===== src/rtl/multi_pulse_generator.sv =====
// -----------------------------------------------------------------------------
// multi_pulse_generator
// Multi-channel pulse-train generator. Each channel waits an initial delay,
// then emits pulses of a programmed width separated by a programmed gap, for a
// programmed repetition count (0 = run until abort/reset). Configuration is
// captured when the channel starts, so the inputs may change mid-train.
//
// Optional feature: define MULTI_PULSE_GEN_SYNC_EN to add sync_start, which
// starts every channel in the same cycle.
//
// Ports:
//   clk, reset_n          clock, asynchronous active-low reset
//   start[NUM_CH]         per-channel start / retrigger (level-sampled)
//   abort[NUM_CH]         per-channel abort, wins over start
//   delay_cycles          NUM_CH x CNT_W initial delay, channel i at [i*CNT_W +: CNT_W]
//   width_cycles          NUM_CH x CNT_W pulse width
//   gap_cycles            NUM_CH x CNT_W low time between pulses
//   repetition            NUM_CH x REP_W pulses per train, 0 = infinite
//   sync_start            (MULTI_PULSE_GEN_SYNC_EN only) start all channels
//   pulse_out[NUM_CH]     high in PULSE
//   busy[NUM_CH]          high when not IDLE
//   done[NUM_CH]          one-cycle strobe when a finite train completes
//   delay_led[NUM_CH]     high in DELAY
// -----------------------------------------------------------------------------
module multi_pulse_generator #(
    parameter int unsigned NUM_CH = 4,
    parameter int unsigned CNT_W  = 32,
    parameter int unsigned REP_W  = 16
) (
    input  logic                    clk,
    input  logic                    reset_n,
    input  logic [NUM_CH-1:0]       start,
    input  logic [NUM_CH-1:0]       abort,
    input  logic [NUM_CH*CNT_W-1:0] delay_cycles,
    input  logic [NUM_CH*CNT_W-1:0] width_cycles,
    input  logic [NUM_CH*CNT_W-1:0] gap_cycles,
    input  logic [NUM_CH*REP_W-1:0] repetition,
`ifdef MULTI_PULSE_GEN_SYNC_EN
    input  logic                    sync_start,
`endif
    output logic [NUM_CH-1:0]       pulse_out,
    output logic [NUM_CH-1:0]       busy,
    output logic [NUM_CH-1:0]       done,
    output logic [NUM_CH-1:0]       delay_led
);

    typedef enum logic [1:0] {
        ST_IDLE  = 2'd0,
        ST_DELAY = 2'd1,
        ST_PULSE = 2'd2,
        ST_GAP   = 2'd3
    } state_e;

    state_e             state_q [NUM_CH];
    state_e             state_d [NUM_CH];
    logic [CNT_W-1:0]   cnt_q   [NUM_CH];
    logic [CNT_W-1:0]   cnt_d   [NUM_CH];
    logic [CNT_W-1:0]   width_q [NUM_CH];
    logic [CNT_W-1:0]   width_d [NUM_CH];
    logic [CNT_W-1:0]   gap_q   [NUM_CH];
    logic [CNT_W-1:0]   gap_d   [NUM_CH];
    logic [REP_W-1:0]   rep_q   [NUM_CH];
    logic [REP_W-1:0]   rep_d   [NUM_CH];
    logic [REP_W-1:0]   pcnt_q  [NUM_CH];
    logic [REP_W-1:0]   pcnt_d  [NUM_CH];
    logic [NUM_CH-1:0]  done_q;
    logic [NUM_CH-1:0]  done_d;
    logic [NUM_CH-1:0]  start_eff;

    // Effective per-channel start request
`ifdef MULTI_PULSE_GEN_SYNC_EN
    assign start_eff = start | {NUM_CH{sync_start}};
`else
    assign start_eff = start;
`endif

    // State register
    always_ff @(posedge clk or negedge reset_n) begin
        if (!reset_n) begin
            for (int unsigned ch = 0; ch < NUM_CH; ch++) begin
                state_q[ch] <= ST_IDLE;
                cnt_q[ch]   <= '0;
                width_q[ch] <= '0;
                gap_q[ch]   <= '0;
                rep_q[ch]   <= '0;
                pcnt_q[ch]  <= '0;
            end
            done_q <= '0;
        end else begin
            for (int unsigned ch = 0; ch < NUM_CH; ch++) begin
                state_q[ch] <= state_d[ch];
                cnt_q[ch]   <= cnt_d[ch];
                width_q[ch] <= width_d[ch];
                gap_q[ch]   <= gap_d[ch];
                rep_q[ch]   <= rep_d[ch];
                pcnt_q[ch]  <= pcnt_d[ch];
            end
            done_q <= done_d;
        end
    end

    // Next-state logic
    always_comb begin
        done_d = '0;
        for (int unsigned ch = 0; ch < NUM_CH; ch++) begin
            logic [CNT_W-1:0] cfg_delay;
            logic [CNT_W-1:0] cfg_width;
            logic [REP_W-1:0] pcnt_inc;

            state_d[ch] = state_q[ch];
            cnt_d[ch]   = cnt_q[ch];
            width_d[ch] = width_q[ch];
            gap_d[ch]   = gap_q[ch];
            rep_d[ch]   = rep_q[ch];
            pcnt_d[ch]  = pcnt_q[ch];

            cfg_delay = delay_cycles[ch*CNT_W +: CNT_W];
            cfg_width = width_cycles[ch*CNT_W +: CNT_W];
            // Pulses emitted including the one now ending; saturates, never wraps
            pcnt_inc  = (&pcnt_q[ch]) ? pcnt_q[ch] : pcnt_q[ch] + REP_W'(1);

            if (abort[ch]) begin
                state_d[ch] = ST_IDLE;
            end else if (start_eff[ch]) begin
                width_d[ch] = cfg_width;
                gap_d[ch]   = gap_cycles[ch*CNT_W +: CNT_W];
                rep_d[ch]   = repetition[ch*REP_W +: REP_W];
                pcnt_d[ch]  = '0;
                if (cfg_delay != '0) begin
                    state_d[ch] = ST_DELAY;
                    cnt_d[ch]   = cfg_delay;
                end else if (cfg_width != '0) begin
                    state_d[ch] = ST_PULSE;
                    cnt_d[ch]   = cfg_width;
                end else begin
                    state_d[ch] = ST_IDLE;
                    done_d[ch]  = 1'b1;
                end
            end else begin
                case (state_q[ch])
                    ST_DELAY: begin
                        if (cnt_q[ch] > CNT_W'(1)) begin
                            cnt_d[ch] = cnt_q[ch] - CNT_W'(1);
                        end else if (width_q[ch] != '0) begin
                            state_d[ch] = ST_PULSE;
                            cnt_d[ch]   = width_q[ch];
                        end else begin
                            // Zero-width train after a delay completes empty
                            state_d[ch] = ST_IDLE;
                            done_d[ch]  = 1'b1;
                        end
                    end
                    ST_PULSE: begin
                        if (cnt_q[ch] > CNT_W'(1)) begin
                            cnt_d[ch] = cnt_q[ch] - CNT_W'(1);
                        end else begin
                            pcnt_d[ch] = pcnt_inc;
                            if ((rep_q[ch] != '0) && (pcnt_inc == rep_q[ch])) begin
                                state_d[ch] = ST_IDLE;
                                done_d[ch]  = 1'b1;
                            end else if (gap_q[ch] != '0) begin
                                state_d[ch] = ST_GAP;
                                cnt_d[ch]   = gap_q[ch];
                            end else begin
                                cnt_d[ch]   = width_q[ch];
                            end
                        end
                    end
                    ST_GAP: begin
                        if (cnt_q[ch] > CNT_W'(1)) begin
                            cnt_d[ch] = cnt_q[ch] - CNT_W'(1);
                        end else begin
                            state_d[ch] = ST_PULSE;
                            cnt_d[ch]   = width_q[ch];
                        end
                    end
                    default: begin
                        state_d[ch] = ST_IDLE;
                    end
                endcase
            end
        end
    end

    // Output decode from registered state only
    always_comb begin
        pulse_out = '0;
        busy      = '0;
        delay_led = '0;
        for (int unsigned ch = 0; ch < NUM_CH; ch++) begin
            pulse_out[ch] = (state_q[ch] == ST_PULSE);
            busy[ch]      = (state_q[ch] != ST_IDLE);
            delay_led[ch] = (state_q[ch] == ST_DELAY);
        end
        done = done_q;
    end

endmodule


===== config.mk =====
export PLATFORM = sky130hd
export DESIGN_NAME = multi_pulse_generator
export DESIGN_NICKNAME = d
export VERILOG_FILES = /design/src/rtl/multi_pulse_generator.sv
export SDC_FILE = /design/constraint.sdc
export NUM_CORES = 1
export LEC_CHECK = 0
export ABC_CLOCK_PERIOD_IN_PS = 5050
export CORE_ASPECT_RATIO = 2
export CORE_MARGIN = 1
export CORE_UTILIZATION = 50
export CTS_CLUSTER_DIAMETER = 80
export DETAILED_ROUTE_END_ITERATION = 8
export PLACE_DENSITY = 0.85
export REMOVE_ABC_BUFFERS = 1
export SYNTH_ARGS = -nofsm -noshare
export SYNTH_HDL_FRONTEND = slang
export SYNTH_SLANG_ARGS = --single-unit

===== constraint.sdc =====
create_clock -name clk -period 5.05 [get_ports clk]
set_input_delay 1.01 -clock clk [delete_from_list [all_inputs] [get_ports clk]]
set_output_delay 1.01 -clock clk [all_outputs]
set_load 0.05 [all_outputs]

# == After elaboration in Yosys (flattened, before gate mapping) ==
# Cells that the tools add are included.
# op_classes
eq_ne,48
n_mux,136
order_cmp,4
bitwise_logic,4
addsub,8
n_reduce_logical,56
# op_table
operator,n
two-way mux 32 bit,36
nonzero test 32 bit,16
case mux 32 bit (3 select lines),4
two-way mux 16 bit,16
> comparator 32 x 1 -> 1 bit (second input constant),4
subtractor 32 x 1 -> 32 bit (second input constant),4
two-way mux 2 bit,40
adder 16 x 1 -> 16 bit (second input constant),4
equality test 16 bit,4
inequality test 4 bit (second input constant),16
AND reduction 16 bit,4
nonzero test 16 bit,4
two-way mux 1 bit,32
case mux 2 bit (3 select lines),4
inequality test 5 x 3 -> 1 bit (second input constant),4
AND reduction 5 bit,4
equality test 2 bit (second input constant),8
inequality test 4 x 2 -> 1 bit (second input constant),4
AND reduction 4 bit,4
nonzero test 2 bit,8
nonzero test 4 bit,4
inequality test 3 x 1 -> 1 bit (second input constant),4
AND reduction 3 bit,4
equality test 2 x 1 -> 1 bit (second input constant),4
5 further kinds,20
# word_totals
out_inout_bits,16
elab_cells,281
register_bits,524
input_bits,458

# == Depth between registers and ports, before layout ==
# depth
word_depth,9
mapped_depth,14
ltp_nobuf,11

# == Least setup slack after synthesis ==
# Ideal clock, no wire load.
# synth_path
kind,reg2reg
startpoint,register pcnt_q[48] (netlist bit)
endpoint,register cnt_q[109] (netlist bit)
setup_slack_ns,1.559
setup_time_ns,0.125
n_path_buf,2
arrival_time_ns,3.367
path_stages_with_launch,13
synth_period_minus_slack_ns,3.491
path_cell_list,dfrtp_1 > ha_1 > clkbuf_1 > nand3_1 > nor4_1 > nand2_1 > xor2_1 > a221oi_1 > and4b_1 > and3_1 > nor2_1 > buf_2 > mux2_2
# synth_between
elab_chain_cells,6
# synth_lines
element,line_no,source
"start, declared",64,logic [REP_W-1:0] pcnt_q [NUM_CH];
"start signal, assigned by index",96,pcnt_q[ch] <= pcnt_d[ch];
adder 16 x 1 -> 16 bit / AND reduction 16 bit (equally long branches),120,pcnt_inc = (&pcnt_q[ch]) ? pcnt_q[ch] : pcnt_q[ch] + REP_W'(1);
two-way mux 16 bit *,120,
equality test 16 bit *,158,if ((rep_q[ch] != '0) && (pcnt_inc == rep_q[ch])) begin
logical AND 1 bit *,158,
inequality test 4 bit (no source line) *,--,
AND reduction 5 bit (no source line) *,--,
"end signal, assigned by index",92,cnt_q[ch] <= cnt_d[ch];
"end, declared",56,logic [CNT_W-1:0] cnt_q [NUM_CH];
# Every way passes the cells marked *; elsewhere a longest branch is shown, timed or not.
# A chain may end at the register's enable or synchronous reset.

# == Worst setup path after layout ==
# layout_path
startpoint,input port width_cycles[13]
endpoint,register cnt_q[106] (netlist bit)
# layout_between
elab_chain_cells,3
# layout_lines
element,line_no,source
"start, declared",35,"input logic [NUM_CH*CNT_W-1:0] width_cycles,"
nonzero test 32 bit,132,end else if (cfg_width != '0) begin
inequality test 3 x 1 -> 1 bit (no source line),--,
AND reduction 5 bit (no source line),--,
# Every way passes these cells.

==> impl_metrics.tcl <==
set metrics [dict create \
    synth_xor_area_share_pct 3.24 \
    first_pass_iters 6 \
    clock_latency_ns 0.66 \
    stdcell_area_um2 39900 \
    max_stage_delay_ns 1.16 \
    tns_ns 0 \
    io_buffers 473 \
    root_buffer "clkbuf_16" \
    peakVddDrop_mv 0.318 \
    vias 31200 \
    arrival_ns 4.98 \
    synthTopCellsByArea "dfrtp_1, mux2_2, mux2i_1" \
    routed_wirelength_um 122000 \
    cts.hold.buffers_added 0 \
    crit_fanout 23 \
    final_layout_size_suffix_gt1_share_pct 15.4 \
    syn_inst 3455 \
    final_hold_viol_count 0 \
    start_kind "input port" \
    syn_area_um2 32400 \
    finalSetupViolCount 0 \
    p_leak_nw 15.7 \
    synthFlopType "dfrtp_1" \
    multi_input_area_um2 18300 \
    cts.sinks 524 \
    tightestPinTransition_ns 1.43 \
    start_util_pct 50.7 \
    max_freq_mhz 224 \
    routedWlPerCell_um 25.8 \
    grt_overflow 0 \
    cts_resized 0 \
    drt_iter0_drc 2531 \
    finalClockSkew_ns 0.0332 \
    path_class "input port to register" \
    ys_ff_latch 524 \
    grt_usage_pct 36.7 \
    ys_top_cells_by_count "dfrtp_1, mux2_2, nand2_1" \
    avgSynthCellArea_um2 9.39 \
    path_depth 10 \
    reg2reg_from "pcnt_q[32]" \
    reg2reg_depth 11 \
    end_kind "register" \
    via_per_inst 6.62 \
    cap_violations 0 \
    ios 474 \
    grt_max_degree 120 \
    cellPowerDensity_nw_per_um2 310 \
    place_ws_ns 0.493 \
    clk_pin_slew_ns 0.07 \
    crit_family "simple AND/OR/NAND/NOR gates" \
    min_path_type "input port to asynchronous set/reset pin" \
    dpl-instance-area_um2 38200 \
    row_count 131 \
    fp.dieH_um 362 \
    yosysWarnings 0 \
    fill_cells 5241 \
    seq_area_frac_synth_pct 40.4 \
    dieArea_um2 65900 \
    synth_fa_ha_area_share_pct 1.23 \
    rr_endpoint "cnt_q[65]" \
    grt_pass1_vias 31800 \
    ys_async_sr_fraction_pct 100 \
    post-synth-top-count-cell "dfrtp_1" \
    endpoint "cnt_q[106]" \
    finalNetCount 4355 \
    ys_types 85 \
    cts_buffers 50 \
    clockBufferDepth 3 \
    die_w_um 182 \
    timing.slew.headroom_pct 3.82 \
    antenna_found_initial 45 \
    final-seq-area_um2 13100 \
    finalCritPeriodShare_pct 88.6 \
    critical_path_required_ns 5.56 \
    min_period_ns 4.47 \
    reg2reg_slack_ns 0.80 \
    synth.largest_area_cell "dfrtp_1" \
    drv_slew 0 \
    area_growth_pct 23.2 \
    grt_pass1_wl_um 185000 \
    drc 0 \
    gp_congestion 1.01 \
    cp_slowest_cell "nor4_1" \
    ant_nets 0 \
    synth-simple-area-share_pct 18.8 \
    coreArea_um2 63900 \
    rsz0062_at_grt "false" \
    synth-compound-area-share_pct 16.0 \
    synth.mux.area_fraction_pct 16.9 \
    yosysTopAreaCellShare_pct 40.4 \
    timing.final.ws_setup_ns 0.576 \
    htree_levels 2 \
    cts_setup_buffers 0 \
    crit_chain "clkdlybuf4s50_1 -> nor4_1 -> nand4_1 -> or2_2 -> o41ai_1 -> a31oi_1 -> inv_1 -> nor2_2 -> buf_4 -> mux2_2" \
    cts_tree "done" \
    status "finished, final reports clean" \
    crit_start "width_cycles[13]" \
    synth_top_family_by_area "simple AND/OR/NAND/NOR gates" \
    path_buf_inv 3 \
    dp_hpwl_um 92000 \
    synth_edf_count 0 \
]
per-stage QoR:
stage / std cells / hold WS (ns) / utilization [%] / power [mW]
floorplan: 3254 / 0.461 / - / 7.02
global placement: 4611 / 0.479 / 59.7 / 8.19
detailed placement: 4611 / 0.493 / 59.7 / 8.28
CTS: 4701 / 0.362 / 62.4 / 12.4
global route: 4708 / 0.398 / 62.5 / 12.9
finish: 4715 / 0.346 / 62.5 / 12.4
layer usage:
metal	GRT usage (%)	wire length [µm]	vias to the layer above
met4	27.3	10500	64
li1	-	-	13800
met2	65.4	61200	1748
met1	36.2	39600	15000
met3	9.77	10200	608
met5	0	438	-
state kept, by name (all words and copies together) (netlist names):
signal,flops
cnt_q,128
gap_q,128
pcnt_q,64
rep_q,64
state_q,8
width_q,128
done,4
cell type report:
cell class                      count  area share, %
Sequential cell                   524           32.8
Multi-Input combinational cell   2655           45.8
Inverter                           75          0.705
Antenna cell                       14         0.0877
Tap cell                          798           2.50
Clock inverter                     24          0.830
Clock buffer                       66           3.51
Timing Repair Buffer              559           13.7
placed cells by master, fill, tap and decap left out, types with 11 or more instances in the layout:
| cell type | count |
|---|---|
| a211oi_1 | 65 |
| a21o_1 | 47 |
| a21oi_1 | 222 |
| a221oi_1 | 11 |
| a22o_1 | 11 |
| a2bb2oi_1 | 13 |
| a31oi_1 | 28 |
| and2_1 | 20 |
| and3_1 | 27 |
| and4_1 | 14 |
| buf_4 | 78 |
| clkbuf_16 | 50 |
| clkdlybuf4s50_1 | 469 |
| dfrtp_1 | 524 |
| diode_2 | 14 |
| ha_1 | 32 |
| inv_1 | 75 |
| mux2_2 | 377 |
| mux2i_1 | 123 |
| nand2_1 | 321 |
| nand2b_1 | 18 |
| nand3_1 | 105 |
| nand3b_1 | 15 |
| nand4_1 | 76 |
| nor2_1 | 174 |
| nor3_1 | 99 |
| nor4_1 | 196 |
| o211ai_1 | 12 |
| o21ai_0 | 223 |
| o31ai_1 | 47 |
| or2_2 | 12 |
| or3_1 | 37 |
| or4_1 | 17 |
| xnor2_1 | 75 |
| xor2_1 | 45 |
report_power, final:
group / internal, mW / switching (mW) / total, mW
Combinational: 1.38 / 1.29 / 2.67
Sequential: 4.84 / 0.787 / 5.63
Clock: 2.27 / 1.81 / 4.09
cells by family (layout without fill, tap and decap cells):
logic type	count (synthesis)	after routing
AND/OR/NAND/NOR	1182	1182
multiplexers	501	501
flip-flops	524	524
buffers and inverters	276	724
adder cells (fa/ha/maj)	32	32
other	0	14
XOR/XNOR	120	120
AO/OA/AOI/OAI	820	820
how the worst min path moves through the flow:
stage	from	end	slack, ns	cells past startpoint
after floorplan	cnt_q[39]	cnt_q[39]	0.46	2
after global placement	cnt_q[38]	cnt_q[38]	0.48	2
after detailed placement	cnt_q[38]	cnt_q[38]	0.49	2
after CTS	reset_n	cnt_q[70]	0.36	1
after global routing	reset_n	cnt_q[70]	0.40	1
final	reset_n	cnt_q[70]	0.35	1
(Power assumes the default switching activity.)
